--- src/rtl/multi_pass_accum_pkg.sv ---
// Shared types and width helpers for the multi-pass partial-sum accumulator.
// Width helpers are constant functions so they can size ports and parameters.
package multi_pass_accum_pkg;

   typedef enum logic [1:0] {
      IDLE  = 2'd0,
      ACCUM = 2'd1,
      SUM   = 2'd2
   } state_t;

   function automatic int sum_w(input int acc_w, input int num_ch);
      return acc_w + $clog2(num_ch);
   endfunction

   function automatic int cnt_w(input int num_pass);
      return $clog2(num_pass + 1);
   endfunction

endpackage

--- src/rtl/multi_pass_accum_acc_lane.sv ---
// One channel accumulator: load or add a sign-extended partial product.
// ACC_SAT_EN selects saturating adds with a per-cycle clip flag; otherwise it wraps.
module acc_lane
   import multi_pass_accum_pkg::*;
#(
   parameter int DOT_W = 21,
   parameter int ACC_W = 23
) (
   input  logic             clk,
   input  logic             rst,
   input  logic             i_load,
   input  logic             i_add,
   input  logic [DOT_W-1:0] i_dot,
`ifdef ACC_SAT_EN
   output logic             o_clip,
`endif
   output logic [ACC_W-1:0] o_acc
);

   logic [ACC_W-1:0] r_acc;
   logic [ACC_W-1:0] w_dot;
   logic [ACC_W-1:0] w_nxt;

   assign w_dot = ACC_W'($signed(i_dot));

`ifdef ACC_SAT_EN
   logic [ACC_W:0] w_sum;
   logic           w_ovf;

   // One guard bit: guard and MSB disagree exactly when the signed add overflowed.
   assign w_sum  = {r_acc[ACC_W-1], r_acc} + {w_dot[ACC_W-1], w_dot};
   assign w_ovf  = w_sum[ACC_W] ^ w_sum[ACC_W-1];
   assign w_nxt  = w_ovf ? {w_sum[ACC_W], {(ACC_W-1){~w_sum[ACC_W]}}} : w_sum[ACC_W-1:0];
   assign o_clip = i_add & w_ovf;
`else
   assign w_nxt  = r_acc + w_dot;
`endif

   always_ff @(posedge clk) begin
      if (rst)         r_acc <= '0;
      else if (i_load) r_acc <= w_dot;
      else if (i_add)  r_acc <= w_nxt;
   end

   assign o_acc = r_acc;

endmodule

--- src/rtl/multi_pass_accum.sv ---
// Multi-pass per-channel accumulator with cross-channel sum and compressor handshake.
// Optional feature macro: ACC_SAT_EN (saturating accumulators plus sticky acc_sat output).
module multi_pass_accum
   import multi_pass_accum_pkg::*;
#(
   parameter int NUM_CH   = 3,
   parameter int DOT_W    = 21,
   parameter int NUM_PASS = 3,
   parameter int ACC_W    = 23,
   parameter int OUT_W    = 8,
   localparam int SUM_W   = sum_w(ACC_W, NUM_CH),
   localparam int CNT_W   = cnt_w(NUM_PASS)
) (
   input  logic                    clk,
   input  logic                    rst,
   input  logic                    in_vld,
   output logic                    in_rdy,
   input  logic                    in_first,
   input  logic [NUM_CH*DOT_W-1:0] dot_in,
   output logic [SUM_W-1:0]        sum_all,
   output logic                    sum_vld,
   input  logic                    cmp_vld,
   input  logic [OUT_W-1:0]        compress,
   output logic [OUT_W-1:0]        ans_reg,
   output logic                    ans_vld,
`ifdef ACC_SAT_EN
   output logic                    acc_sat,
`endif
   output logic                    seq_err
);

   state_t                        r_state, w_state_nxt;
   logic [CNT_W-1:0]              r_cnt, w_cnt_nxt;
   logic [OUT_W-1:0]              r_ans;
   logic                          r_ans_vld, r_err;
   logic                          w_accept, w_load, w_add, w_err, w_take;
   logic [NUM_CH-1:0][ACC_W-1:0]  w_acc;
   logic signed [SUM_W-1:0]       w_sum;

   assign in_rdy   = (r_state != SUM);
   assign w_accept = in_vld & in_rdy;
   assign w_take   = (r_state == SUM) & cmp_vld;

   always_comb begin
      w_state_nxt = r_state;
      w_cnt_nxt   = r_cnt;
      w_load      = 1'b0;
      w_add       = 1'b0;
      w_err       = cmp_vld & (r_state != SUM);
      case (r_state)
         IDLE: if (w_accept) begin
            if (in_first) begin
               w_load      = 1'b1;
               w_cnt_nxt   = CNT_W'(1);
               w_state_nxt = (NUM_PASS == 1) ? SUM : ACCUM;
            end else begin
               w_err       = 1'b1;
            end
         end
         ACCUM: if (w_accept) begin
            if (in_first) begin
               // Restart: the new first beat replaces the partial result.
               w_load      = 1'b1;
               w_err       = 1'b1;
               w_cnt_nxt   = CNT_W'(1);
               w_state_nxt = (NUM_PASS == 1) ? SUM : ACCUM;
            end else begin
               w_add       = 1'b1;
               w_cnt_nxt   = r_cnt + 1'b1;
               if (r_cnt == CNT_W'(NUM_PASS - 1)) w_state_nxt = SUM;
            end
         end
         SUM: if (cmp_vld) w_state_nxt = IDLE;
         default: w_state_nxt = IDLE;
      endcase
   end

   always_ff @(posedge clk) begin
      if (rst) begin
         r_state   <= IDLE;
         r_cnt     <= '0;
         r_ans     <= '0;
         r_ans_vld <= 1'b0;
         r_err     <= 1'b0;
      end else begin
         r_state   <= w_state_nxt;
         r_cnt     <= w_cnt_nxt;
         r_ans_vld <= w_take;
         r_err     <= w_err;
         if (w_take) r_ans <= compress;
      end
   end

`ifdef ACC_SAT_EN
   logic [NUM_CH-1:0] w_clip;
   logic              r_sat;

   always_ff @(posedge clk) begin
      if (rst)          r_sat <= 1'b0;
      else if (w_load)  r_sat <= 1'b0;
      else if (|w_clip) r_sat <= 1'b1;
   end
   assign acc_sat = r_sat;
`endif

   for (genvar c = 0; c < NUM_CH; c++) begin : g_lane
      acc_lane #(.DOT_W(DOT_W), .ACC_W(ACC_W)) u_lane (
         .clk    (clk),
         .rst    (rst),
         .i_load (w_load),
         .i_add  (w_add),
         .i_dot  (dot_in[c*DOT_W +: DOT_W]),
`ifdef ACC_SAT_EN
         .o_clip (w_clip[c]),
`endif
         .o_acc  (w_acc[c])
      );
   end

   // SUM_W carries log2(NUM_CH) growth bits, so the sign-extended reduction cannot overflow.
   always_comb begin
      w_sum = '0;
      for (int c = 0; c < NUM_CH; c++) w_sum = w_sum + SUM_W'($signed(w_acc[c]));
   end

   assign sum_all = w_sum;
   assign sum_vld = (r_state == SUM);
   assign ans_reg = r_ans;
   assign ans_vld = r_ans_vld;
   assign seq_err = r_err;

endmodule
--- config.mk ---
export PLATFORM = sky130hd
export DESIGN_NAME = multi_pass_accum
export DESIGN_NICKNAME = d
export VERILOG_FILES = /design/src/rtl/multi_pass_accum_pkg.sv /design/src/rtl/multi_pass_accum_acc_lane.sv /design/src/rtl/multi_pass_accum.sv
export SDC_FILE = /design/constraint.sdc
export NUM_CORES = 1
export LEC_CHECK = 0
export CAP_MARGIN = 30
export CORE_MARGIN = 5
export CORE_UTILIZATION = 24
export CTS_CLUSTER_SIZE = 12
export DETAILED_ROUTE_END_ITERATION = 8
export PLACE_DENSITY_LB_ADDON = 0.12
export SLEW_MARGIN = 20
export SYNTH_ARGS = -nofsm -noshare
export SYNTH_HDL_FRONTEND = slang
export SYNTH_HIERARCHICAL = 1
export SYNTH_SLANG_ARGS = --single-unit
--- constraint.sdc ---
create_clock -name clk -period 5.51 [get_ports clk]
set_input_delay 1.3775 -clock clk [delete_from_list [all_inputs] [get_ports clk]]
set_output_delay 1.3775 -clock clk [all_outputs]
set_load 0.01 [all_outputs]
== After elaboration in Yosys (flattened, before gate mapping) ==
Cells that the tools add are included.

* Bits in registers: 83
* Latch bits: 0
* RAM bits: 0
* ROM bits: 0
* Input port bits: 76
* Output and inout port bits: 37
* Logic and storage cells: 59
* Memories kept: 0

* $add $sub $neg: 6
* Multiply operators: 0
* Div/mod/pow operators: 0
* Magnitude comparators: 0
* Equal/unequal tests: 9
* Shift-type cells: 0
* Multiplexer cells: 27
* Bitwise logic cells: 3
* Reductions and logical operators: 6

{| class="wikitable"
|+ Operators by type and width
! kind !! number
|-
| 2-to-1 mux 23 bit || 6
|-
| adder 23 bit || 3
|-
| adder 24 x 23 -> 25 bit || 1
|-
| adder 23 x 23 -> 24 bit || 1
|-
| 2-to-1 mux 2 bit || 8
|-
| 2-to-1 mux 1 bit || 10
|-
| inequality test 2 bit, second input constant || 4
|-
| case mux 2 bit (3 select lines) || 1
|-
| AND reduction 5 bit || 1
|-
| equality test 2 bit, second input constant || 2
|-
| case mux 2 bit (2 select lines) || 1
|-
| AND reduction 4 bit || 1
|-
| nonzero test 2 bit || 2
|-
| AND 1 bit || 3
|-
| inequality test 3 bit, second input constant || 1
|-
| adder 2 x 1 -> 2 bit, second input constant || 1
|-
| equality test 2 x 1 -> 1 bit, second input constant || 1
|-
| zero test 2 bit || 1
|-
| inequality test 2 x 1 -> 1 bit, second input constant || 1
|-
| case mux 1 bit (2 select lines) || 1
|-
| OR reduction 2 bit || 1
|}

== Logic depth before layout (Yosys ltp) ==
* Word-level depth: 6
* Depth in mapped cells: 11
* Mapped depth without buffers: 11

== Modules after synthesis ==
The synthesis kept the hierarchy.

{| class="wikitable"
|+ Modules (own cells, without submodules)
! module !! times used !! cells each !! area each (um^2) !! seq. area each (um^2)
|-
| acc_lane (g_lane[1].u_lane ...) || 2 || 307 || 2398.6 || 460.4
|-
| acc_lane (g_lane[0].u_lane) || 1 || 310 || 2331.0 || 460.4
|-
| multi_pass_accum || 1 || 267 || 2264.7 || 280.3
|}

== Worst setup path after synthesis ==
OpenSTA, ideal clock, no wires.

* Path type: register -> output
* From: reg g_lane[0].u_lane.r_acc[1]
* To: out sum_all[21]
* Arrival time: 2724 ps
* Required time: 4133 ps
* Slack: 1408 ps
* Cell stages (with the launch flop): 10
* Buffers on the path: 0
* Cell sequence: dfxtp_1 fa_1 ha_1 fa_1 a21o_1 a221oi_2 o221a_2 o21a_1 o21ai_1 xor2_1

* Word-level cells in the longest chain between the ends: 2

{| class="wikitable"
|+ Ends and longest elaborated chain
! element !! line !! text
|-
| from (decl) || multi_pass_accum_acc_lane.sv:20 || <nowiki>logic [ACC_W-1:0] r_acc;</nowiki>
|-
| from (signal assigned) || multi_pass_accum_acc_lane.sv:41 || <nowiki>else if (i_load) r_acc <= w_dot;</nowiki>
|-
| from (signal assigned) || multi_pass_accum_acc_lane.sv:42 || <nowiki>else if (i_add) r_acc <= w_nxt;</nowiki>
|-
| adder 23 x 23 -> 24 bit || multi_pass_accum.sv:123 || <nowiki>for (int c = 0; c < NUM_CH; c++) w_sum = w_sum + SUM_W'($signed(w_acc[c]));</nowiki>
|-
| adder 24 x 23 -> 25 bit || multi_pass_accum.sv:123 ||
|-
| to (decl) || multi_pass_accum.sv:20 || <nowiki>output logic [SUM_W-1:0] sum_all,</nowiki>
|}

No other way between the ends.

== Final worst setup path ==
* From: reg g_lane[2].u_lane.r_acc[1]
* To: out sum_all[21]

* Word-level cells in the longest chain between the ends: 1

{| class="wikitable"
|+ Ends and longest elaborated chain
! element !! line
|-
| from (decl) || multi_pass_accum_acc_lane.sv:20
|-
| from (signal assigned) || multi_pass_accum_acc_lane.sv:41
|-
| from (signal assigned) || multi_pass_accum_acc_lane.sv:42
|-
| adder 24 x 23 -> 25 bit || multi_pass_accum.sv:123
|}

No other way between the ends.

==> metrics <==
outcome=complete, no violations; final cycle utilization of the critical path=around 93%; routed vias/inst=5.08; Core Region=a little under 40,000 µm²; CTS Buffer Depth=2; nets=between 1,000 and 1,500; layout cell share with drive strength beyond 1=under 10%; FFs w/ async S/R, synth=0%; final WL=approximately 34,000 µm; Post-synth EDFFs=0; HPWL Detailed=about 27,000 µm; gpl congestion=slightly above 0.8; chip height=208 µm; post-route cell area=roughly 11,000 µm²; largest net degree at the start of global routing=57; die footprint=~43,000 µm²; top-area cell type share of the netlist area=between 10% and 20%; drt drc=0; antenna violations before repair=0; Initial Util=around a quarter; Post-Syn Instances=~1,200; synth top area cells=dfxtp_1, ha_1, a21oi_1; Ys Warns=6; DR iter-0 viols=449; final worst setup slack=0.389 ns; Port Buf Inserts=112; ANT nets after route=0; Root Buffer=clkbuf_16; Mean Syn Cell Area=around 8 µm²; via count=around 9,000; Crit Path Max Fanout=5; Fill cells=roughly 4,200; commonest non-fill, non-tap cell in the layout=a21oi_1; clk_skew=between 0.006 and 0.007 ns; Setup crit start kind=flip-flop; crit path time final=a little over 5 ns; area delta synth->final=19.9%; relative slew slack=~50%; Mapped Nets=roughly 1,400; Area after DPL=approximately 11,000 µm²; mapped cell area=around 9400 µm²; vias in the first global route=between 8,000 and 9,000; count of pins over their slew limit=0; Crit. End Element=primary output; Die X=about 210 µm; Largest register FFs=69; Seq/Total Area, Yosys=17.7%; Synth Area in XOR/XNOR=slightly above 5%; register bit total from synthesis=83; TritonCTS clock tree=yes; Hold Crit Class=flip-flop to flip-flop; Setup Crit Path Kind=flip-flop to primary output; CTS Hold Buffers Added=0; Leak Pwr=4.68 nW; CTS clk-pin slew, worst paths=~0.070 ns; data arrival time of the worst path=roughly 3.7 ns; mux contribution to synthesized area=approximately 1.5%; Clk Latency, worst-skew pair=between 0.3 and 0.4 ns; max-capacitance violation count=0; antenna fix cells=0; simple-gate share of the synthesized area=20.8%; WL/cell=around 19 µm; most frequent cells in the layout=a21oi_1, clkdlybuf4s50_1, ha_1; Initial DRT Pass Iterations=4; Num CTS Buffers=9; adder-cell share of the synthesized area=about 18%; Distinct cells, synth=roughly 80; Slew @ Worst Pin=0.768 ns; setup_tns=0 ns; Post-CTS Resized=0; Compound-Gate Fraction of Synth Area=31.7%; # IOs=113; first-pass GRT wire length=53,300 µm; postcts setup bufs=0; Post-Place Worst Slack=0.796 ns; largest family of logic cells by synthesized area=compound AO/OA/AOI/OAI gates; TritonCTS Sinks=83; leading area contributor after synthesis=dfxtp_1; most used flip-flop cell after synthesis=dfxtp_1; Final Hold Viols=0; final setup vio count=0; maximum vdd drop=129 µV; gr ovfl total=0; FMAX=roughly 200 MHz; H-Tree Depth=3; All-Layer GR Usage=roughly 15%; power density cells=roughly 210 nW/µm²; RSZ-0062 raised after global routing=false; CP required=roughly 4.1 ns; row cnt=a little over 70
-- per-layer routing --
layer / up-vias / track usage [%] / part of all wire [%]
met5: - / 0 / 0
met3: 18 / 2.95 / 3.1
met1: 4335 / 20.5 / 48
li1: 4581 / - / -
met2: 128 / 26.0 / 47
met4: 0 / 3.31 / 1.5
-- metrics by stage --
stage / total power, mW / utilization [%] / hold WS [ns] / std cells
floorplan: 1.38 / - / 0.427 / 1191
global placement: 1.77 / 28.4 / 0.444 / 1769
detailed placement: 1.77 / 28.4 / 0.447 / 1769
CTS: 2.43 / 29.1 / 0.457 / 1784
global route: 2.56 / 29.1 / 0.469 / 1784
finish: 2.39 / 29.1 / 0.456 / 1784
-- Yosys cell counts, drive strengths merged (18+ instances only) --
master / number
nand3: 33
a21o: 55
a221oi: 28
o21ai: 45
nor2: 86
inv: 54
xor2: 25
clkbuf: 33
dfxtp: 83
nor2b: 25
fa: 27
o21bai: 20
a21oi: 153
nor3: 25
nand2: 76
nor3b: 32
buf: 30
a31oi: 28
ha: 90
xnor2: 29
and2: 18
-- where the power goes --
part | internal (mW) | switching (mW)
registers | 0.637 | 0.0596
clock network | 0.350 | 0.293
logic | 0.478 | 0.573
-- worst max-delay path, cell delays in order (launching register included) --
cell	delay (ns)
dfxtp_1	0.42
fa_1	0.45
ha_1	0.23
fa_1	0.46
a21o_1	0.22
a221oi_2	0.22
buf_4	0.18
o221a_2	0.24
o21a_1	0.17
o21ai_1	0.09
xor2_1	0.13
clkdlybuf4s50_1	0.58
-- worst paths after layout --
check | from | endpoint | slack, ns | cells past startpoint
setup reg to reg | r_state[1]$_SDFFE_PP0P_ | g_lane[2].u_lane/o_acc[19]$_SDFFE_PP0P_ | 2.88 | 9
setup / recovery | g_lane[2].u_lane/o_acc[1]$_SDFFE_PP0P_ | sum_all[21] | 0.39 | 11
hold / removal | ans_reg[0]$_SDFFE_PP0P_ | ans_reg[0]$_SDFFE_PP0P_ | 0.46 | 2
hold reg to reg | ans_reg[0]$_SDFFE_PP0P_ | ans_reg[0]$_SDFFE_PP0P_ | 0.46 | 2
-- cell families (layout without fill, tap and decap cells) --
logic type	Yosys count	count (layout)
fa+ha+maj	117	117
compound gates	438	438
buf+inv	117	192
xor+xnor	54	54
flops	83	83
simple gates	369	369
mux	13	13
-- cell type report --
cell class / count / area (µm²) / share of cell area (%)
clock inverter: 4 / 52.6 / 0.467
timing repair buffer: 123 / 1240 / 11.0
inverter: 54 / 203 / 1.80
clock buffer: 11 / 233 / 2.07
multi-input combinational: 991 / 7230 / 64.2
sequential: 83 / 1660 / 14.8
tap: 518 / 648 / 5.75
Power figures use the tool's default switching activity.
